File: config.mk
export PLATFORM = sky130hd
export DESIGN_NAME = matmul_host_seq
export DESIGN_NICKNAME = d
export VERILOG_FILES = /design/src/rtl/matmul_host_seq.sv
export SDC_FILE = /design/constraint.sdc
export NUM_CORES = 1
export LEC_CHECK = 0
export BUFFER_PORTS_ARGS = -buffer_cell sky130_fd_sc_hd__buf_2
export CORE_ASPECT_RATIO = 0.8
export CORE_MARGIN = 2
export CORE_UTILIZATION = 59
export CTS_BUF_LIST = sky130_fd_sc_hd__clkbuf_8
export CTS_CLUSTER_DIAMETER = 150
export DETAILED_ROUTE_END_ITERATION = 8
export PLACE_DENSITY = 0.87
export SLEW_MARGIN = 5
export SYNTH_ARGS = -nofsm -noshare
export SYNTH_HDL_FRONTEND = slang
export SYNTH_SLANG_ARGS = --single-unit
File: constraint.sdc
create_clock -name clk -period 5.1 [get_ports clk]
set_input_delay 0.765 -clock clk [delete_from_list [all_inputs] [get_ports clk]]
set_output_delay 0.765 -clock clk [all_outputs]
set_load 0.01 [all_outputs]
File: src/rtl/matmul_host_seq.sv
`default_nettype none
// =============================================================================
// Module      : matmul_host_seq
// Description : Job sequencer for a matmul control path. It accepts one request,
//               holds start while the job runs and reports the id, the BUSY cycle
//               count and a timeout flag. Defining MATMUL_SEQ_TIMEOUT_EN enables
//               the BUSY watchdog.
// Revision    : 1.0 - initial release
// =============================================================================
module matmul_host_seq #(
    parameter int K       = 2,
    parameter int TIMEOUT = 64,
    parameter int ID_W    = 4
) (
    input  logic            clk,
    input  logic            rst,
    input  logic            req_valid,
    output logic            req_ready,
    input  logic [ID_W-1:0] req_id,
    output logic            start,
    input  logic            done,
    output logic            resp_valid,
    input  logic            resp_ready,
    output logic [ID_W-1:0] resp_id,
    output logic            resp_err,
    output logic [15:0]     resp_cycles,
    output logic            busy,
    output logic [15:0]     job_count
);

    typedef enum logic [1:0] {
        S_IDLE    = 2'd0,
        S_BUSY    = 2'd1,
        S_RELEASE = 2'd2,
        S_RESP    = 2'd3
    } state_t;

    localparam logic [15:0] c_TIMEOUT = 16'(TIMEOUT);

    // Bad configurations are rejected at elaboration time.
    generate
        if (K < 1 || TIMEOUT < 1 || TIMEOUT > 65535 || ID_W < 1) begin : g_param_check
            $error("matmul_host_seq: invalid parameter set");
        end
    endgenerate

    state_t            r_state;
    state_t            w_state_nxt;
    logic [ID_W-1:0]   r_id;
    logic [15:0]       r_cycles;
    logic [15:0]       w_cycles_inc;
    logic              r_start;
    logic [15:0]       r_job_count;
    logic              w_timeout;
    logic              w_accept;

    assign w_cycles_inc = (r_cycles == 16'hFFFF) ? r_cycles : r_cycles + 16'd1;
    assign w_accept     = (r_state == S_IDLE) && req_valid && !done;

`ifdef MATMUL_SEQ_TIMEOUT_EN
    logic r_err;
    // done has priority: a timeout only counts when done is low that cycle.
    assign w_timeout = (r_state == S_BUSY) && !done && (w_cycles_inc >= c_TIMEOUT);
    assign resp_err  = r_err;
`else
    assign w_timeout = 1'b0;
    assign resp_err  = 1'b0;
`endif

    always_comb begin
        w_state_nxt = r_state;
        case (r_state)
            S_IDLE:    if (w_accept) w_state_nxt = S_BUSY;
            S_BUSY:    if (done || w_timeout) w_state_nxt = S_RELEASE;
            S_RELEASE: if (!done) w_state_nxt = S_RESP;
            S_RESP:    if (resp_ready) w_state_nxt = S_IDLE;
            default:   w_state_nxt = S_IDLE;
        endcase
    end

    always_ff @(posedge clk) begin
        if (rst) begin
            r_state     <= S_IDLE;
            r_start     <= 1'b0;
            r_id        <= '0;
            r_cycles    <= 16'd0;
            r_job_count <= 16'd0;
`ifdef MATMUL_SEQ_TIMEOUT_EN
            r_err       <= 1'b0;
`endif
        end else begin
            r_state <= w_state_nxt;
            r_start <= (w_state_nxt == S_BUSY);
            if (w_accept) begin
                r_id     <= req_id;
                r_cycles <= 16'd0;
`ifdef MATMUL_SEQ_TIMEOUT_EN
                r_err    <= 1'b0;
`endif
            end
            if (r_state == S_BUSY) begin
                r_cycles <= w_cycles_inc;
`ifdef MATMUL_SEQ_TIMEOUT_EN
                if (w_timeout) r_err <= 1'b1;
`endif
            end
            if (r_state == S_RESP && resp_ready) begin
                r_job_count <= r_job_count + 16'd1;
            end
        end
    end

    assign req_ready   = (r_state == S_IDLE) && !done;
    assign start       = r_start;
    assign resp_valid  = (r_state == S_RESP);
    assign resp_id     = r_id;
    assign resp_cycles = r_cycles;
    assign busy        = (r_state != S_IDLE);
    assign job_count   = r_job_count;

endmodule
`default_nettype wire
---- Word level (Yosys, flattened, before mapping) ----
Cells that the tools add are included.
word-level totals
  memories ................................ 0
  latch bits .............................. 0
  bits in read-only memories .............. 0
  memory bits (writable) .................. 0
  register bits ........................... 39
operators by class
  multiply operators ...................... 0
  reduce and logical (&&, ||, !) cells .... 9
  multiplexer cells ....................... 8
  add/sub/neg operators ................... 2
  shift operators ......................... 0
  bitwise operators ....................... 0
  magnitude comparators ................... 0
  equal/unequal tests ..................... 6
  divide/modulo/power cells ............... 0
operators with widths
  cell                                                             count
  16-bit 2-to-1 mux                                                3
  16-bit by 1-bit adder with 16-bit output, second input constant  2
  16-bit == test, second input constant                            1
  2-bit 2-to-1 mux                                                 4
  2-bit case mux with 4 select lines                               1
  2-bit by 1-bit == test with 1-bit output, second input constant  2
  2-bit == test, second input constant                             2
  1-bit logical AND                                                4
  2-bit nonzero test                                               2
  2-bit zero test                                                  1
  2-bit != test, second input constant                             1
  2-bit AND reduction                                              1
  1-bit zero test                                                  1

---- Logic depth before layout (Yosys ltp) ----
Gate-level depths: netlist of the first run.
  word-level depth ........................ 6
  depth in mapped cells ................... 8

---- Worst setup path before layout of the first run ----
No wires, ideal clock.
  path kind ............................... register to register
  from .................................... reg r_cycles[0], in the netlist resp_cycles[0]
  to ...................................... reg r_cycles[0], in the netlist resp_cycles[0]
  data required time ...................... 4.979 ns
  arrival time ............................ 1.738 ns
  stages on the path, launching flop included .. 8
  clock period less this slack ............ 1.859 ns
  path slack .............................. 3.241 ns
  cells stage by stage .................... dfxtp_1 -> ha_1 -> and3_1 -> buf_2 -> and4_1 -> buf_2 -> a21oi_1 -> mux2_2
between the ends
  word-level cells in the longest chain between the ends .. 3
  elaborated cells on any way between the ends .. 6
RTL lines
  element                                                                            RTL line  source
  start: declaration                                                                 50        logic [15:0] r_cycles;
  start signal: assignment                                                           102       r_cycles <= w_cycles_inc;
  16-bit by 1-bit adder with 16-bit output / 16-bit == test (equally long branches)  57        assign w_cycles_inc = (r_cycles == 16'hFFFF) ? r_cycles : r_cycles + 16'd1;
  16-bit 2-to-1 mux / 2-bit != test (equally long branches)                          --
  16-bit 2-to-1 mux / 2-bit AND reduction (equally long branches)                    --
Several ways; a longest one is shown, not always the timed one. The select of a mux whose other input is x is not followed.
A chain may end at the register's enable or synchronous reset.

---- Final worst setup path of the first run ----
  from .................................... reg r_state[1]
  to ...................................... out req_ready
between the ends
  word-level cells in the longest chain between the ends .. 2
RTL lines
  element                   RTL line  source
  start: declaration        47        state_t r_state;
  start signal: assignment  92        r_state <= w_state_nxt;
  2-bit zero test           113       assign req_ready = (r_state == S_IDLE) && !done;
  1-bit logical AND         113
  end: declaration          18        output logic req_ready,
Every way passes these cells.

==> metrics.csv, run 1 <==
stage,metric,value,unit
layout,fraction of layout cells with a size suffix above 1,0.242,
setup_path,"delay-heaviest family, CP",simple AND/OR/NAND/NOR gates,
setup_path,crit path max fanout,13,
timing,Tcrit/Tclk final,0.431,
timing,Max-slew headroom,0.508,
setup_path,Critical Path Source Type,register,
floorplan,core area,0.00315,mm^2
power_and_ir_drop,PD cells,237,mW/mm^2
power_and_ir_drop,Pwr Total,541,uW
timing,final hold slack,456,ps
placement,placer congestion estimate,0.871,
placement,IO Port Bufs,48,
yosys,"area leader, netlist",dfxtp_1,
layout,final cell count without fillers,313,
route,Post-Route WL,4.47,mm
timing,Tmin final,2200,ps
floorplan,Initial Util,0.633,
yosys,"top cells by count, synth","39 x dfxtp_1, 27 x nor2_1, 18 x nand2_1",
yosys,Post-Synthesis Cells,234,
yosys,Yosys top cell area share,0.391,
global_route,vias in the first global route,1558,
setup_path,Worst Path Required,4340,ps
route,vias per std cell,5.96,
global_route,first-pass GRT wire length,7.44,mm
yosys,YS warnings,0,
placement,Placement Setup Slack,2770,ps
yosys,syn nets,245,
route,Remaining DRCs,0,
route,total number of vias,1866,
yosys,cell area after synthesis,0.00200,mm^2
layout,Layout Utilization,0.723,
setup_path,CP endpoint kind,output pin,
power_and_ir_drop,peak supply drop,214,uV
timing,# setup viols final,0,
job,max-cap check violation count,0,
clock_network,CTS buffer count,5,
worst_hold_path,hold crit path type,register to register,
yosys,Main synth FF type,dfxtp_1,
clock_network,Resize count post-CTS,0,
placement,Placed Cells incl. Taps,305,
setup_path,reg2reg setup slack,3040,ps
clock_network,Worst-path clk slew,70,ps
clock_network,CTS tree,built,
floorplan,Die Y,56.0,um
setup_path,"Arr. time, crit path",1440,ps
clock_network,CTS HTree Levels,2,
yosys,post-synthesis average cell area,8.53,um^2
timing,count of pins over their slew limit,0,
yosys,post-synthesis sequential area ratio,0.391,
clock_network,clock root cell,clkbuf_8,
layout,synth-to-layout area growth,14.2,%
yosys,Synth cell types,43,
placement,HPWL after detailed placement,3.05,mm
timing,Worst Tran Pin Value,738,ps
layout,antenna cell count,0,
clock_network,Sink Count,39,
route,DRT Pass-1 Iters,5,
setup_path,worst-path cell chain,"or2_2, nor2_1, buf_2",
clock_network,"Clk Latency, worst-skew pair",290,ps
placement,placed cell areas,0.00220,mm^2
global_route,initial antenna violation count,0,
setup_path,Worst path max stage delay,470,ps
clock_network,hold_buf cts,0,
floorplan,num ports,50,
timing,setup TNS,0,ps
timing,RSZ-0062 raised after global routing,no,
yosys,Post-synth ARST share,0,
timing,Final Worst Setup Slack,2900,ps
layout,final instance area,0.00228,mm^2
yosys,#FFs+latches synth,39,
yosys,"top cells by area, synth","dfxtp_1 39%, nor2_1 5.1%, a31oi_1 4.7%, nand3_1 3.5%, nand4_1 3.4%",
setup_path,Worst path slowest cell,dfxtp_1,
floorplan,placement row count,18,
global_route,total gr overflow,0,
layout,Final nets,283,
power_and_ir_drop,P_leak,0.989,nW
route,Iter 0 DRT Violations,148,
setup_path,critical path class,register to output pin,
yosys,top-count cell post-synth,dfxtp_1,
clock_network,Post-CTS Setup Inserts,0,
timing,Final Hold Vio Count,0,
clock_network,Clock Path Buffers,2,
run_status,run status,finished clean,
yosys,Post-synth EDFFs,0,
floorplan,chip width,69.0,um
global_route,global-route usage over all layers,0.235,
global_route,largest net degree at the start of global routing,44,
route,Post-DRT Antenna Nets,0,
route,DR WL/cell,14.3,um
setup_path,WP buf/inv,1,
floorplan,die area,0.00387,mm^2
timing,Fin Clk Skew,4.31,ps
layout,# fillers,252,
timing,maximum operating frequency,455,MHz
[area by class of cell]
type / instances / area, um^2 / area share
multi-input cells: 174 / 1110 / 0.488
flip-flops and latches: 39 / 781 / 0.343
repair buffers: 48 / 240 / 0.105
clock buffers: 5 / 68.8 / 0.0302
well taps: 40 / 50.0 / 0.0220
inverters: 4 / 15.0 / 0.00659
clock inverters: 3 / 12.5 / 0.00549
[worst paths after layout]
check / endpoint / cells past startpoint / start
setup reg to reg: resp_cycles[13] / 5 / resp_cycles[1]
hold reg to reg: resp_id[2] / 2 / resp_id[2]
hold / removal: resp_id[2] / 2 / resp_id[2]
setup / recovery: req_ready / 3 / r_state[1]
[where the power goes]
part	internal [mW]	switching [mW]	leakage, nW
combinational	0.0113	0.0216	0.624
clock	0.0919	0.105	0.0505
sequential	0.307	0.00365	0.315
[metal layers]
metal	share of wire	up-vias	routed length (um)	global-route usage
met5	0	-	0	0
met4	0.017	0	77	0.0756
met3	0.078	10	349	0.0652
met2	0.42	77	1900	0.323
met1	0.48	857	2140	0.350
li1	-	922	-	-
[state kept, by name, summed over array words and instances (netlist names)]
| signal | cells |
|---|---|
| job_count | 16 |
| resp_cycles | 16 |
| resp_id | 4 |
| r_state | 2 |
| start | 1 |
[cell families after synthesis]
logic type,Yosys count,share of synthesized area
AND/OR/NAND/NOR,108,0.317
adder cells (fa/ha/maj),2,0.0125
other,1,0.00188
buffers and inverters,21,0.0520
flip-flops,39,0.391
XOR/XNOR,11,0.0483
multiplexers,7,0.0395
AO/OA/AOI/OAI,45,0.138
[placed cells by master, fill, tap and decap left out, types with 2 or more instances in the layout]
| master | synthesis | final |
|---|---|---|
| or3_1 | 3 | 3 |
| xnor2_1 | 7 | 7 |
| xor2_1 | 4 | 4 |
| nand2b_1 | 2 | 2 |
| mux2i_1 | 3 | 3 |
| nor4_4 | 2 | 2 |
| a22oi_1 | 2 | 2 |
| mux2_2 | 2 | 2 |
| nand3_1 | 14 | 14 |
| nand2_1 | 18 | 18 |
| dfxtp_1 | 39 | 39 |
| a31o_2 | 3 | 3 |
| or2_2 | 2 | 2 |
| and4_1 | 6 | 6 |
| clkbuf_8 | 0 | 5 |
| and2_1 | 3 | 3 |
| nand3b_1 | 2 | 2 |
| nor3_1 | 3 | 3 |
| buf_2 | 8 | 48 |
| o211ai_1 | 3 | 3 |
| inv_1 | 4 | 6 |
| nor2_1 | 27 | 27 |
| ha_1 | 2 | 2 |
| nand4_1 | 11 | 11 |
| a31oi_1 | 15 | 15 |
| o21ai_0 | 8 | 8 |
| a21oi_1 | 12 | 12 |
| nor2b_1 | 4 | 4 |
| and3_1 | 4 | 4 |
[tightest hold or removal path: cells and delay by family (launching register included)]
| kind | cells | cell delay (ps) |
|---|---|---|
| DFF | 1 | 310 |
| and+or+nand+nor | 1 | 50 |
| AOI/OAI and AO/OA | 1 | 50 |
Note: power is estimated with default switching activity, not from simulation.
==> inputs of run 2 (changes only) <==
Settings changed: CORE_UTILIZATION 59 to 49, PLACE_DENSITY 0.87 to 0.77.
Clock period 5.1 ns to 1.9 ns, I/O delays scaled along.
==> metrics.csv, run 2 (synthesized netlist as in run 1, its figures left out) <==
stage,metric,value,unit,change
timing,count of pins over their slew limit,0,,unchanged
route,Remaining DRCs,0,,unchanged
clock_network,CTS tree,built,,
setup_path,CP endpoint kind,register,,
layout,fraction of layout cells with a size suffix above 1,0.304,,+0.0620
worst_hold_path,hold_sp,req_id[1],,
floorplan,Die Y,61.1,um,+9.0%
setup_path,Critical R2R Launch,resp_cycles[0],,
setup_path,Worst R2R End,resp_cycles[0],,
run_status,run status,finished clean,,
setup_path,reg2reg setup slack,140,ps,-2900 ps
setup_path,Worst Path Required,2090,ps,-2250 ps
layout,Layout Utilization,0.641,,-0.0814
route,DRT Pass-1 Iters,4,,-1
timing,Fin Clk Skew,11.2,ps,+6.85 ps
route,DR WL/cell,13.2,um,-7.3%
global_route,total gr overflow,0,,unchanged
timing,RSZ-0062 raised after global routing,no,,
layout,synth-to-layout area growth,23.8,%,
placement,IO Port Bufs,48,,unchanged
layout,most frequent cells in the layout,"48 x buf_2, 39 x dfxtp_1, 27 x nor2_1",,
placement,placer congestion estimate,0.822,,-5.7%
clock_network,Worst-path clk slew,80,ps,about the same
setup_path,"Arr. time, crit path",1950,ps,+510 ps
timing,final hold slack,219,ps,-238 ps
worst_hold_path,WHS Endpoint,resp_id[1],,
layout,final instance area,0.00247,mm^2,+8.5%
timing,setup TNS,0,ps,unchanged
worst_hold_path,hold depth,3,,+1
power_and_ir_drop,peak supply drop,412,uV,+93%
power_and_ir_drop,Pwr Total,1.56,mW,+190%
global_route,initial antenna violation count,0,,unchanged
route,total number of vias,1887,,+1.1%
global_route,global-route usage over all layers,0.210,,-0.0245
placement,Placement Setup Slack,166,ps,-2610 ps
layout,Final nets,303,,+7.1%
route,vias per std cell,5.42,,-9.0%
global_route,largest net degree at the start of global routing,31,,-30%
timing,Tcrit/Tclk final,0.924,,
layout,# fillers,359,,+42%
setup_path,Critical Path Source Type,register,,
layout,antenna cell count,0,,unchanged
clock_network,clock root cell,clkbuf_8,,
floorplan,die area,0.00460,mm^2,+19%
route,Post-Route WL,4.61,mm,+3.1%
clock_network,CTS HTree Levels,2,,unchanged
timing,Max-slew headroom,0.629,,+0.122
setup_path,critical path class,register to register,,
floorplan,num ports,50,,unchanged
global_route,first-pass GRT wire length,7.26,mm,-2.4%
power_and_ir_drop,P_leak,1.09,nW,+10%
timing,Final Worst Setup Slack,143,ps,-2760 ps
clock_network,"Clk Latency, worst-skew pair",290,ps,about the same
timing,Final Hold Vio Count,0,,unchanged
clock_network,Clock Path Buffers,2,,unchanged
timing,maximum operating frequency,569,MHz,
route,Post-DRT Antenna Nets,0,,unchanged
worst_hold_path,hold crit path type,primary input to register,,
timing,Tmin final,1760,ps,
floorplan,core area,0.00385,mm^2,+22%
floorplan,chip width,75.4,um,+9.2%
job,max-cap check violation count,0,,unchanged
placement,placed cell areas,0.00237,mm^2,+7.7%
timing,# setup viols final,0,,unchanged
layout,Multi-input gate area,0.00111,mm^2,+0.11%
clock_network,CTS buffer count,5,,unchanged
global_route,vias in the first global route,1611,,+3.4%
clock_network,Post-CTS Setup Inserts,0,,unchanged
clock_network,Sink Count,39,,unchanged
layout,register area,781,um^2,unchanged
layout,"commonest non-fill, non-tap cell in the layout",buf_2,,
setup_path,Worst Reg-to-Reg Cells,5,,unchanged
setup_path,crit path max fanout,6,,-7
power_and_ir_drop,PD cells,632,mW/mm^2,+170%
timing,Worst Tran Pin Value,554,ps,-184 ps
floorplan,placement row count,20,,+2
placement,HPWL after detailed placement,3.32,mm,+8.9%
floorplan,Initial Util,0.518,,-0.115
placement,Placed Cells incl. Taps,340,,+11%
layout,final cell count without fillers,348,,+11%
route,Iter 0 DRT Violations,98,,-34%
[run 2: cell count changes in the layout (fill, tap and decap cells not counted)]
| cell | change |
|---|---|
| clkinvlp_4 | +1 |
| buf_4 | +20 |
| and4_1 | -1 |
| and4_2 | +1 |
| clkinv_2 | -1 |
| clkbuf_8 | +2 |
| inv_1 | -2 |
[run 2: worst max-delay path by stage]
stage	start	to
3_5_place_dp	resp_cycles[0]	resp_cycles[0]
3_3_place_gp	resp_cycles[0]	resp_cycles[0]
5_1_grt	resp_cycles[0]	resp_cycles[0]
2_1_floorplan	resp_cycles[0]	resp_cycles[0]
6_report	resp_cycles[0]	resp_cycles[0]
4_1_cts	resp_cycles[0]	resp_cycles[0]
[run 2: power breakdown]
part	leakage (nW)	internal, mW	switching [mW]
clock	0.0505	0.330	0.295
combinational	0.724	0.0430	0.0621
sequential	0.315	0.824	0.00763
total	1.09	1.20	0.365
[run 2: timing repair]
item	4_1_cts	5_1_grt
hold buffers	0	0
gates resized for setup	0	1
endpoints found under the setup margin	0	1
[run 2: area by class of cell]
| type | count | share of cell area |
|---|---|---|
| multi-input combinational | 174 | 0.450 |
| timing repair buffer | 68 | 0.158 |
| sequential | 39 | 0.316 |
| inverter | 4 | 0.00608 |
| clock inverter | 1 | 0.00304 |
| tap | 55 | 0.0278 |
| clock buffer | 7 | 0.0390 |
[run 2: worst max-delay path, stage by stage, from the launching register on]
cell and delay [ps]:
dfxtp_1 360, ha_1 260, and3_1 200, and4_2 250, a21oi_1 220, mux2_2 360
[run 2: layer usage]
metal | share of wire | global-route usage | up-vias
li1 | - | - | 961
met1 | 0.50 | 0.302 | 856
met2 | 0.43 | 0.302 | 63
met3 | 0.051 | 0.0524 | 7
met4 | 0.017 | 0.0877 | 0
met5 | 0 | 0 | -
==> inputs of run 3 (changes only) <==
==> constraint.sdc (replaced) <==
create_clock -name clk -period 1.9 [get_ports clk]
set_input_delay 0.285 -clock clk [delete_from_list [all_inputs] [get_ports clk]]
set_output_delay 0.285 -clock clk [all_outputs]
set_load 0.1 [all_outputs]
==> metrics.csv, run 3 (synthesized netlist as in run 1, its figures left out) <==
stage,metric,value,unit,change
setup_path,"delay-heaviest family, CP",buffers and inverters,,
layout,most frequent cells in the layout,"46 x buf_2, 26 x nor2_1, 19 x dfxtp_2",,
floorplan,core area,0.00385,mm^2,unchanged
timing,Tmin final,1830,ps,+68.9 ps
route,WL met1,2.39,mm,+3.7%
timing,Fin Clk Skew,5.89,ps,-5.27 ps
global_route,vias in the first global route,1655,,+2.7%
worst_hold_path,hold_sp,req_id[0],,
run_status,run status,finished clean,,
clock_network,CTS tree,built,,
worst_hold_path,hold crit path type,primary input to register,,
placement,placer congestion estimate,0.849,,+3.4%
route,total number of vias,1905,,+0.95%
setup_path,crit path max fanout,8,,+2
floorplan,num ports,50,,unchanged
setup_path,critical path class,register to output pin,,
power_and_ir_drop,Seq pwr share,0.526,,-0.007
clock_network,"Clk Latency, worst-skew pair",290,ps,about the same
clock_network,CTS buffer count,5,,unchanged
power_and_ir_drop,clock network power share,0.360,,-0.040
route,vias per std cell,5.62,,+3.6%
timing,Tcrit/Tclk final,0.961,,+0.0362
setup_path,CP endpoint kind,output pin,,
floorplan,Die Y,61.1,um,unchanged
timing,RSZ-0062 raised after global routing,no,,
layout,"commonest non-fill, non-tap cell in the layout",buf_2,,
placement,Placement Setup Slack,124,ps,-42.0 ps
layout,antenna cell count,0,,unchanged
route,Post-DRT Antenna Nets,0,,unchanged
setup_path,Critical Path Source Type,register,,
power_and_ir_drop,Comb power frac,0.114,,+0.047
route,Iter 0 DRT Violations,111,,+13%
route,Remaining DRCs,0,,unchanged
power_and_ir_drop,peak supply drop,385,uV,-6.5%
setup_path,Worst path max stage delay,410,ps,+50 ps
layout,Layout Utilization,0.639,,-0.00195
clock_network,clock root cell,clkbuf_8,,
setup_path,Worst path slowest cell,dfxtp_1,,
global_route,initial antenna violation count,0,,unchanged
floorplan,Initial Util,0.518,,unchanged
setup_path,Crit. Startpoint,r_state[1],,
route,metal3 WL,260,um,+11%
timing,Final Hold Vio Count,0,,unchanged
timing,count of pins over their slew limit,0,,unchanged
global_route,largest net degree at the start of global routing,30,,-3.2%
setup_path,worst-path cell chain,"buf_4, or2_2, clkbuf_4",,
timing,maximum operating frequency,548,MHz,-3.8%
timing,final hold slack,221,ps,+1.97 ps
setup_path,Critical R2R Launch,r_state[1],,
timing,Worst Tran Pin Value,548,ps,-5.55 ps
layout,Final nets,294,,-3.0%
job,max-cap check violation count,0,,unchanged
route,Post-Route WL,4.85,mm,+5.2%
power_and_ir_drop,internal power,1.12,mW,-6.7%
clock_network,Sink Count,39,,unchanged
placement,IO Port Bufs,48,,unchanged
setup_path,"Arr. time, crit path",1540,ps,-410 ps
setup_path,Worst Path Required,1620,ps,-470 ps
layout,fraction of layout cells with a size suffix above 1,0.377,,+0.0730
power_and_ir_drop,switching share of power,0.288,,+0.0542
route,DRT Pass-1 Iters,4,,unchanged
clock_network,hold_buf cts,0,,unchanged
setup_path,WP buf/inv,2,,+2
timing,# setup viols final,0,,unchanged
timing,Max-slew headroom,0.633,,+0.00371
clock_network,Worst-path clk slew,80,ps,about the same
timing,setup TNS,0,ps,unchanged
clock_network,CTS HTree Levels,2,,unchanged
global_route,first-pass GRT wire length,7.83,mm,+7.9%
placement,HPWL after detailed placement,3.47,mm,+4.6%
floorplan,placement row count,20,,unchanged
timing,Final Worst Setup Slack,74.6,ps,-68.9 ps
layout,synth-to-layout area growth,23.4,%,
route,met2 wire len,2.13,mm,+7.2%
global_route,total gr overflow,0,,unchanged
route,uppermost layer routed,met4,,
power_and_ir_drop,switching pwr,451,uW,+24%
global_route,global-route usage over all layers,0.227,,+0.0169
clock_network,Clock Path Buffers,2,,unchanged
floorplan,die area,0.00460,mm^2,unchanged
route,DR WL/cell,14.3,um,+8.0%
floorplan,chip width,75.4,um,unchanged
power_and_ir_drop,Pwr Total,1.57,mW,+0.36%
power_and_ir_drop,P_leak,1.05,nW,-3.2%
power_and_ir_drop,PD cells,636,mW/mm^2,+0.67%
-- run 3: changes by cell type in the layout (fill, tap and decap cells not counted), moves of 2 or more --
cell,delta
dfxtp_1,-25
buf_2,-2
clkbuf_8,-2
buf_4,-9
dfxtp_4,+6
dfxtp_2,+19
-- run 3: layout make-up --
class,instances,area [um^2]
Fill cell,366,1390
Sequential cell,39,827
Clock buffer,5,68.8
Timing Repair Buffer,59,340
Clock inverter,3,18.8
Multi-Input combinational cell,174,1120
Tap cell,55,68.8
Inverter,4,15.0
-- run 3: path summary, 6_finish.rpt --
check | end | slack, ps | depth (start not counted)
worst max register to register | job_count[15] | 210 | 4
worst min-delay path | resp_id[0] | 220 | 3
worst max-delay path | busy | 70 | 3
worst min register to register | resp_id[0] | 450 | 2
-- run 3: through the flow --
stage,std cells,instance area [um^2]
global placement,331,2370
floorplan,234,2050
detailed placement,331,2370
CTS,339,2460
finish,339,2460
global route,339,2460
-- run 3: layer usage --
metal | global-route usage | up-vias
li1 | - | 951
met1 | 0.342 | 886
met2 | 0.322 | 61
met3 | 0.0491 | 7
met4 | 0.0777 | 0
met5 | 0 | -
-- run 3: power by group through the flow --
stage	Sequential (mW)	Combinational, mW	Clock, mW
floorplan	0.885	0.0915	0
global placement	0.843	0.176	0
detailed placement	0.844	0.177	0
global route	0.826	0.190	0.608
CTS	0.824	0.178	0.570
finish	0.825	0.179	0.564
-- run 3: timing repair --
action                     4_1_cts  5_1_grt
buffers inserted                 0        0
setup endpoints to repair        0        2
gates resized for setup          0        2
-- run 3: worst min-delay path, stage by stage --
cell,delay [ps]
buf_2,100
nand2_1,40
a21oi_1,50
